File: config.mk
export PLATFORM = sky130hd
export DESIGN_NAME = tl_sensor_cond
export DESIGN_NICKNAME = d
export VERILOG_FILES = /design/src/rtl/tl_sensor_cond.sv
export SDC_FILE = /design/constraint.sdc
export NUM_CORES = 1
export LEC_CHECK = 0
export ABC_CLOCK_PERIOD_IN_PS = 1600
export CAP_MARGIN = 5
export CORE_MARGIN = 2
export CORE_UTILIZATION = 30
export DETAILED_ROUTE_END_ITERATION = 7
export GPL_TIMING_DRIVEN = 0
export RECOVER_POWER = 25
export SLEW_MARGIN = 40
export SYNTH_ARGS = -nofsm -noshare
export SYNTH_HDL_FRONTEND = slang
export SYNTH_SLANG_ARGS = --single-unit
File: constraint.sdc
create_clock -name clk -period 1.6 [get_ports clk]
set_input_delay 0.32 -clock clk [delete_from_list [all_inputs] [get_ports clk]]
set_output_delay 0.32 -clock clk [all_outputs]
set_load 0.02 [all_outputs]
File: src/rtl/tl_sensor_cond.sv
// -----------------------------------------------------------------------------
// tl_sensor_cond
//
// Front end of the left-turn traffic light controller. Each of the four raw
// vehicle detectors is brought into the clock domain with a two-flop
// synchronizer and then debounced. The debounced levels are combined with a
// phase-dwell timer to form the hold requests the controller consumes. The
// timer enforces a minimum phase length, and it caps the phase length under
// continuous traffic.
//
// The controller's light outputs La/Lb are fed back here so that the block
// knows which phase is currently being served. They are pure state decodes
// in the controller, so feeding them combinationally into Ta..Tbl does not
// form a loop.
//
// Parameters
//   DEB_CYC  synced cycles a detector must hold a new level before the
//            filtered level follows it (>= 1)
//   MIN_CYC  minimum served-phase length in cycles (>= 1)
//   MAX_CYC  maximum served-phase length under continuous traffic
//            (>= MIN_CYC)
//
// Ports
//   clk      rising-edge clock
//   reset_n  synchronous, active-low reset
//   det_a    raw asynchronous detector, street A through
//   det_al   raw asynchronous detector, street A left-turn
//   det_b    raw asynchronous detector, street B through
//   det_bl   raw asynchronous detector, street B left-turn
//   La, Lb   controller light state (GREEN=00 YELLOW=01 LEFT=10 RED=11)
//   Ta       hold request for the A-green phase
//   Tal      hold request for the A-left phase
//   Tb       hold request for the B-green phase
//   Tbl      hold request for the B-left phase
// -----------------------------------------------------------------------------
module tl_sensor_cond #(
  parameter int DEB_CYC = 4,
  parameter int MIN_CYC = 8,
  parameter int MAX_CYC = 32
) (
  input  logic       clk,
  input  logic       reset_n,
  input  logic       det_a,
  input  logic       det_al,
  input  logic       det_b,
  input  logic       det_bl,
  input  logic [1:0] La,
  input  logic [1:0] Lb,
  output logic       Ta,
  output logic       Tal,
  output logic       Tb,
  output logic       Tbl
);

  typedef enum logic [1:0] {
    GREEN  = 2'b00,
    YELLOW = 2'b01,
    LEFT   = 2'b10,
    RED    = 2'b11
  } light_e;

  // Lane index order used by every per-lane vector below.
  localparam int LANE_A  = 0;
  localparam int LANE_AL = 1;
  localparam int LANE_B  = 2;
  localparam int LANE_BL = 3;

  localparam int DEB_W = (DEB_CYC > 1) ? $clog2(DEB_CYC) : 1;
  localparam int TW    = $clog2(MAX_CYC + 1);

  localparam logic [DEB_W-1:0] DEB_LAST = DEB_W'(DEB_CYC - 1);
  localparam logic [TW-1:0]    MIN_LIM  = TW'(MIN_CYC - 1);
  localparam logic [TW-1:0]    MAX_LIM  = TW'(MAX_CYC - 1);

  logic [3:0]       det;
  logic [3:0]       sync1;
  logic [3:0]       sync2;
  logic [3:0]       filt;
  logic [DEB_W-1:0] deb_cnt [4];

  logic [3:0]       phase_q;
  logic [TW-1:0]    timer;
  logic             chg;
  logic [TW-1:0]    elapsed;
  logic [3:0]       hold;

  assign det = {det_bl, det_b, det_al, det_a};

  // A change of the {La,Lb} code marks the first cycle of a new phase.
  // Resetting phase_q to 4'b1111 makes the first cycle after reset a phase
  // entry whenever the controller starts in S0.
  assign chg     = ({La, Lb} != phase_q);
  assign elapsed = chg ? '0 : timer;

  // NOTE: sequential state uses non-blocking assignments only, so every
  // register samples the pre-edge value of its neighbours, as the hardware
  // does.
  always_ff @(posedge clk) begin
    if (!reset_n) begin
      sync1   <= '0;
      sync2   <= '0;
      filt    <= '0;
      // NOTE: the debounce counters are a handful of flops. They are
      // cleared explicitly so that a mid-operation reset discards any
      // partial debounce history.
      for (int i = 0; i < 4; i++) deb_cnt[i] <= '0;
      phase_q <= 4'b1111;
      timer   <= '0;
    end else begin
      sync1 <= det;
      sync2 <= sync1;

      // A new level must persist for DEB_CYC synced cycles. Any return to
      // the filtered level restarts the count.
      for (int i = 0; i < 4; i++) begin
        if (sync2[i] == filt[i]) begin
          deb_cnt[i] <= '0;
        end else if (deb_cnt[i] == DEB_LAST) begin
          filt[i]    <= sync2[i];
          deb_cnt[i] <= '0;
        end else begin
          deb_cnt[i] <= deb_cnt[i] + 1'b1;
        end
      end

      phase_q <= {La, Lb};

      // The timer saturates at MAX_CYC-1, which is enough to decide every
      // hold comparison, so it never wraps back into the minimum window.
      if (chg) begin
        timer <= TW'(1);
      end else if (timer >= MAX_LIM) begin
        timer <= MAX_LIM;
      end else begin
        timer <= timer + 1'b1;
      end
    end
  end

  // NOTE: every signal written here receives a default value first, so
  // no latch can be inferred for any path.
  always_comb begin
    hold = '0;
    for (int i = 0; i < 4; i++) begin
      hold[i] = (elapsed < MIN_LIM) || (filt[i] && (elapsed < MAX_LIM));
    end
  end

  // The lane being served reports its hold request. Every other lane
  // reports its filtered demand, so the controller can tell whether it has
  // a reason to move there.
  assign Ta  = (light_e'(La) == GREEN) ? hold[LANE_A]  : filt[LANE_A];
  assign Tal = (light_e'(La) == LEFT)  ? hold[LANE_AL] : filt[LANE_AL];
  assign Tb  = (light_e'(Lb) == GREEN) ? hold[LANE_B]  : filt[LANE_B];
  assign Tbl = (light_e'(Lb) == LEFT)  ? hold[LANE_BL] : filt[LANE_BL];

endmodule

* After elaboration in Yosys (flattened, before gate mapping)
Memories as Yosys holds them, arrays and structs flattened.
Cells that the tools add are included.
** Storage, ports and cells
- Register bits :: 22
- Memory bits (writable) :: 8
- Bits of input ports :: 10
- Output and inout bits :: 4
- Word-level logic and storage cells :: 127
- Memories kept :: 1
** Operators by class
- $add $sub $neg :: 5
- Order comparisons :: 3
- Equal/unequal tests :: 11
- Mux-type cells :: 64
- Bitwise gates (word level) :: 17
- Reductions and logical operators :: 16
** Memory list
- deb_cnt :: depth 4, width 2, rd ports 4, clocked after memory_dff 0, write ports 4, RTL line 79 : logic [DEB_W-1:0] deb_cnt [4];
** Operators with widths (count)
- $mux W1 :: 50
- $mux W2 :: 12
- $eq A2 B2 Y1 const B :: 6
- $or A1 B1 Y1 :: 12
- $add A2 B1 Y2 const B :: 4
- $reduce_and A2 Y1 :: 4
- $add A6 B1 Y6 const B :: 1
- $ge A6 B5 Y1 const B :: 1
- $lt A6 B3 Y1 const B :: 1
- $lt A6 B5 Y1 const B :: 1
- $mux W6 :: 1
- $mux W5 :: 1
- $not A1 Y1 :: 5
- $eq A1 B1 Y1 :: 4
- $logic_and A1 B1 Y1 :: 4
- $logic_not A2 Y1 :: 2
- $logic_or A1 B1 Y1 :: 4
- $ne A4 B4 Y1 :: 1
- $reduce_or A3 Y1 :: 1
- $reduce_or A2 Y1 :: 1

* Depth between registers and ports, before layout
An unclocked memory read counts as a cell.
- Depth after elaboration :: 8
- Depth in mapped cells :: 4
- Depth with buffers taken out :: 4

* Worst setup path before layout
No wires, ideal clock.
- Path kind :: flip-flop to output port
- From :: register timer[5]
- To :: output port Ta
- Arrival time :: 1.524 ns
- Data required time :: 1.280 ns
- Slack :: -0.244 ns
- Cell stages (with the launch flop) :: 4
- Buffers on the path :: 1
- Path through :: dfxtp_1 > clkbuf_1 > o41a_2 > o31ai_1
** On the way
- Word-level cells in the longest chain between the ends :: 5
- Elaborated cells between the ends (all ways) :: 6
- Classes of those cells :: order compare (2); mux (2); reduce/logical (2)
** RTL lines
- start, declared :: RTL line 82 : logic [TW-1:0] timer;
- start signal, assigned :: RTL line 135 : timer <= timer + 1'b1;
- $mux W6 (*) :: RTL line 93 : assign elapsed = chg ? '0 : timer;
- $lt A6 B5 Y1 :: RTL line 145 : hold[i] = (elapsed < MIN_LIM) || (filt[i] && (elapsed < MAX_LIM));
- $logic_and A1 B1 Y1 :: RTL line 145
- $logic_or A1 B1 Y1 (*) :: RTL line 145
- $mux W1 (*) :: RTL line 152 : assign Ta = (light_e'(La) == GREEN) ? hold[LANE_A] : filt[LANE_A];
- end, declared :: RTL line 49 : output logic Ta,
Mark *: on every way between the ends. The rest lies on a longest branch, timed or not.

* Worst setup path after layout
- From :: register phase_q[0]
- To :: output port Tbl
** On the way
- Word-level cells in the longest chain between the ends :: 6
- Elaborated cells between the ends (all ways) :: 7
- Classes of those cells :: order compare (2); eq/ne (1); mux (2); reduce/logical (2)
** RTL lines
- start, declared :: RTL line 81 : logic [3:0] phase_q;
- start signal, assigned :: RTL line 126 : phase_q <= {La, Lb};
- $ne A4 B4 Y1 (*) :: RTL line 92 : assign chg = ({La, Lb} != phase_q);
- $mux W6 (*) :: RTL line 93
- $lt A6 B5 Y1 :: RTL line 145
- $logic_and A1 B1 Y1 :: RTL line 145
- $logic_or A1 B1 Y1 (*) :: RTL line 145
- $mux W1 (*) :: RTL line 155 : assign Tbl = (light_e'(Lb) == LEFT) ? hold[LANE_BL] : filt[LANE_BL];
- end, declared :: RTL line 52 : output logic Tbl
Marked as above.

==> impl_metrics.csv <==
group,metric,value,unit
sta,max_freq,532.5,MHz
synthesis,yosysTopAreaCellShare,0.3492,
die,die_x,68.84,um
synthesis,synth_top_area_cell,"dfxtp_1",
sta,rsz0062_at_grt,"yes",
sta,setup_viol,4,
worst_setup_path,cp_cell_sequence,"xor2_2 -> nor4_4 -> o41a_4 -> o21ai_1 -> buf_2",
final_layout,antennaDiodeCount,0,
final_layout,fin_area,0.001643,sq mm
route,avgViaCountPerCell,4.688,
final_layout,drive_gt1_frac,0.2206,
global_route,grt_pass1_wl,3.870,mm
synthesis,synthSimpleGateAreaFrac,0.2044,
global_route,antenna_found_initial,0,
synthesis,synth_edf_count,8,
final_layout,fin_nets,150,
global_route,gr-total-overflow,0,
clock_network,cts-root-buf,"clkbuf_8",
place,routabilityCongestion,0.8058,
power_and_ir_drop,peakVddDrop,0.0004263,V
clock_network,ctsHtreeMaxLevel,2,
die,fp.dieArea,0.004739,sq mm
worst_setup_path,timing.rr.start,"phase_q[0]$_SDFF_PN1_",
synthesis,synthDistinctLibCells,31,
final_layout,nFillCells,399,
route,drt-total-wl,2.376,mm
global_route,grt_start_max_net_pins,11,
synthesis,seq_area_frac_synth,0.5397,
synthesis,yosysWarningCount,0,
worst_setup_path,rr_worst_depth,5,
global_route,grt_pass1_vias,859,
worst_setup_path,reg2reg_slack,0.21,ns
synthesis,ys_ff_latch,30,
route,drtIter0Drc,29,
status,violations,"negative setup slack",
route,firstDrtPassIters,4,
clock_network,cts_tree,"done",
sta,min_period,1.878,ns
sta,min_period_over_period,1.174,
clock_network,cts_hold_buf,0,
route,vias,872,
hold_path,min_from,"Lb[1]",
worst_setup_path,crit_type,"reg2out",
hold_path,hp-class,"in2reg",
place,hpwl,1.750,mm
clock_network,clkTransAtPathRegs,0.06,ns
final_layout,fin_cells,186,
synthesis,syn_area_per_cell,11.68,sq um
hold_path,hold_depth,2,
final_layout,seq_area,684.4,sq um
place,placedCellCount,178,
synthesis,synthTopCellsByArea,"dfxtp_1 (35%), edfxtp_1 (19%), ha_1 (5.0%)",
flow_run,max-cap-violations,0,
sta,hold_viol,0,
synthesis,synth_xor_xnor_area_share,0.06944,
final_layout,multi_input_area,666.9,sq um
clock_network,cts_buffer_depth,2,
synthesis,synth_fa_ha_area_frac,0.04960,
power_and_ir_drop,p_leak,0.0006268,uW
worst_setup_path,start_kind,"flop",
synthesis,synth-compound-area-share,0.08730,
clock_network,cts.sinks,30,
worst_setup_path,crit_path_end_kind,"primary output",
worst_setup_path,critPathSlowestCell,"nor4_4",
sta,skew,0.004063,ns
die,start_util,0.3130,
final_layout,syn2layout_area_growth,30.26,%
worst_setup_path,arrival,1.56,ns
status,status,"finished with violations",
worst_setup_path,cpPeakStageDelay,0.33,ns
die,row_count,23,
sta,finalWorstSetupSlack,-0.2779,ns
hold_path,hold_path_end,"phase_q[1]$_SDFF_PN1_",
worst_setup_path,r2r_end,"timer[5]$_SDFF_PP0_",
clock_network,numCtsBuffers,5,
power_and_ir_drop,total_power,1597,uW
die,fp.dieH,68.84,um
global_route,grt.total_usage,0.1163,
route,wire_per_inst,12.77,um
synthesis,yosys_most_used_dff,"dfxtp_1",
die,coreArea,0.004029,sq mm
power_and_ir_drop,powerDensity,972.1,mW/mm^2
clock_network,clk_latency,0.28,ns
synthesis,syn-cell-area,0.001261,sq mm
die,io_pins,14,
sta,maxSlewViolCount,0,
synthesis,synth_top_family_by_area,"simple AND/OR/NAND/NOR gates",
place,place_area,0.001490,sq mm
synthesis,synth.top_cells.by_count,"dfxtp_1 (22), and2_1 (8), edfxtp_1 (8)",
synthesis,ys_async_sr_fraction,0,
synthesis,synthMuxAreaShare,0.03175,
worst_setup_path,required,1.28,ns
route,drc,0,
route,ant_nets,0,
synthesis,synth_cells,108,
worst_setup_path,cp_max_fo,4,
synthesis,post-synth-top-count-cell,"dfxtp_1",
place,io_buffer_count,13,
## worst max path at each step
stage / slack, ns / cells past startpoint / to / startpoint
after floorplan: -0.09 / 3 / Ta / timer[5]$_SDFF_PP0_
after CTS: -0.31 / 5 / Tbl / phase_q[3]$_SDFF_PN1_
after detailed placement: -1.12 / 6 / Tbl / Lb[0]
after global routing: -0.36 / 5 / Tb / phase_q[0]$_SDFF_PN1_
final: -0.28 / 5 / Tbl / phase_q[0]$_SDFF_PN1_
after global placement: -1.10 / 6 / Tbl / Lb[0]
## through the flow
stage	hold slack, ns	setup TNS (ns)	setup WS [ns]	utilization
after floorplan	0.3930	-0.2790	-0.08873	-
after global placement	0.4148	-7.064	-1.105	0.3699
after detailed placement	0.4234	-8.073	-1.120	0.3699
after CTS	0.3666	-1.206	-0.3058	0.4043
after global routing	0.3800	-1.443	-0.3635	0.4078
final	0.3764	-1.098	-0.2779	0.4078
## where the power goes
group          total, uW  leakage, uW  switching (uW)  internal, uW
sequential           820     0.000264            13.3           807
clock                650    0.0000519             265           385
combinational        127     0.000311            68.4          58.1
total               1600     0.000627             346          1250
## flip-flops by register name, indices dropped and copies added (netlist names)
register	count
deb_cnt	8
filt	4
phase_q	4
sync1	4
sync2	4
timer	6
## placed cells by master (no fill, tap or decap), types with 3 or more instances in the layout
cell type / count
a21oi_1: 3
and2_1: 8
buf_2: 3
buf_4: 3
clkbuf_8: 7
clkdlybuf4s50_1: 4
conb_1: 8
dfxtp_1: 19
dfxtp_2: 3
edfxtp_1: 8
ha_1: 5
mux2i_1: 4
nand2b_1: 6
nor2_1: 6
nor4b_1: 4
xnor2_1: 4
xor2_1: 5
## cell type report
cell class | instances | area share
buffer | 2 | 0.004570
clock buffer | 7 | 0.05864
sequential | 30 | 0.4166
multi-input combinational | 80 | 0.4059
timing repair buffer | 14 | 0.06931
tap | 50 | 0.03808
inverter | 2 | 0.004570
clock inverter | 1 | 0.002285
## per-layer routing
| layer | part of all wire | GRT usage | wire [um] |
|---|---|---|---|
| met3 | 0.024 | 0.03896 | 57 |
| met2 | 0.51 | 0.1923 | 1208 |
| met5 | 0 | 0 | 0 |
| met1 | 0.45 | 0.1307 | 1058 |
| met4 | 0.021 | 0.06618 | 51 |
## critical path: cells and delay by family (launching register included)
family	cells	cell delay [ns]
AO/OA/AOI/OAI	2	0.31
XOR/XNOR	1	0.15
buffers and inverters	1	0.16
flip-flops	1	0.32
AND/OR/NAND/NOR	1	0.33
## cell families (layout without fill, tap and decap cells)
logic type | after synthesis | in the layout
AO/OA/AOI/OAI | 15 | 15
other | 1 | 8
XOR/XNOR | 10 | 10
flip-flops | 30 | 30
adder cells (fa/ha/maj) | 5 | 5
buffers and inverters | 5 | 26
multiplexers | 4 | 4
AND/OR/NAND/NOR | 38 | 38
## repair_timing
action                                  in CTS  in global routing
gates resized for setup                     40                  7
pin swaps                                    1                  1
setup buffers                                1                  0
endpoints found under the setup margin       8                  4
hold endpoints to repair                     0                  0
No activity file was read; power rests on OpenSTA's default activity.
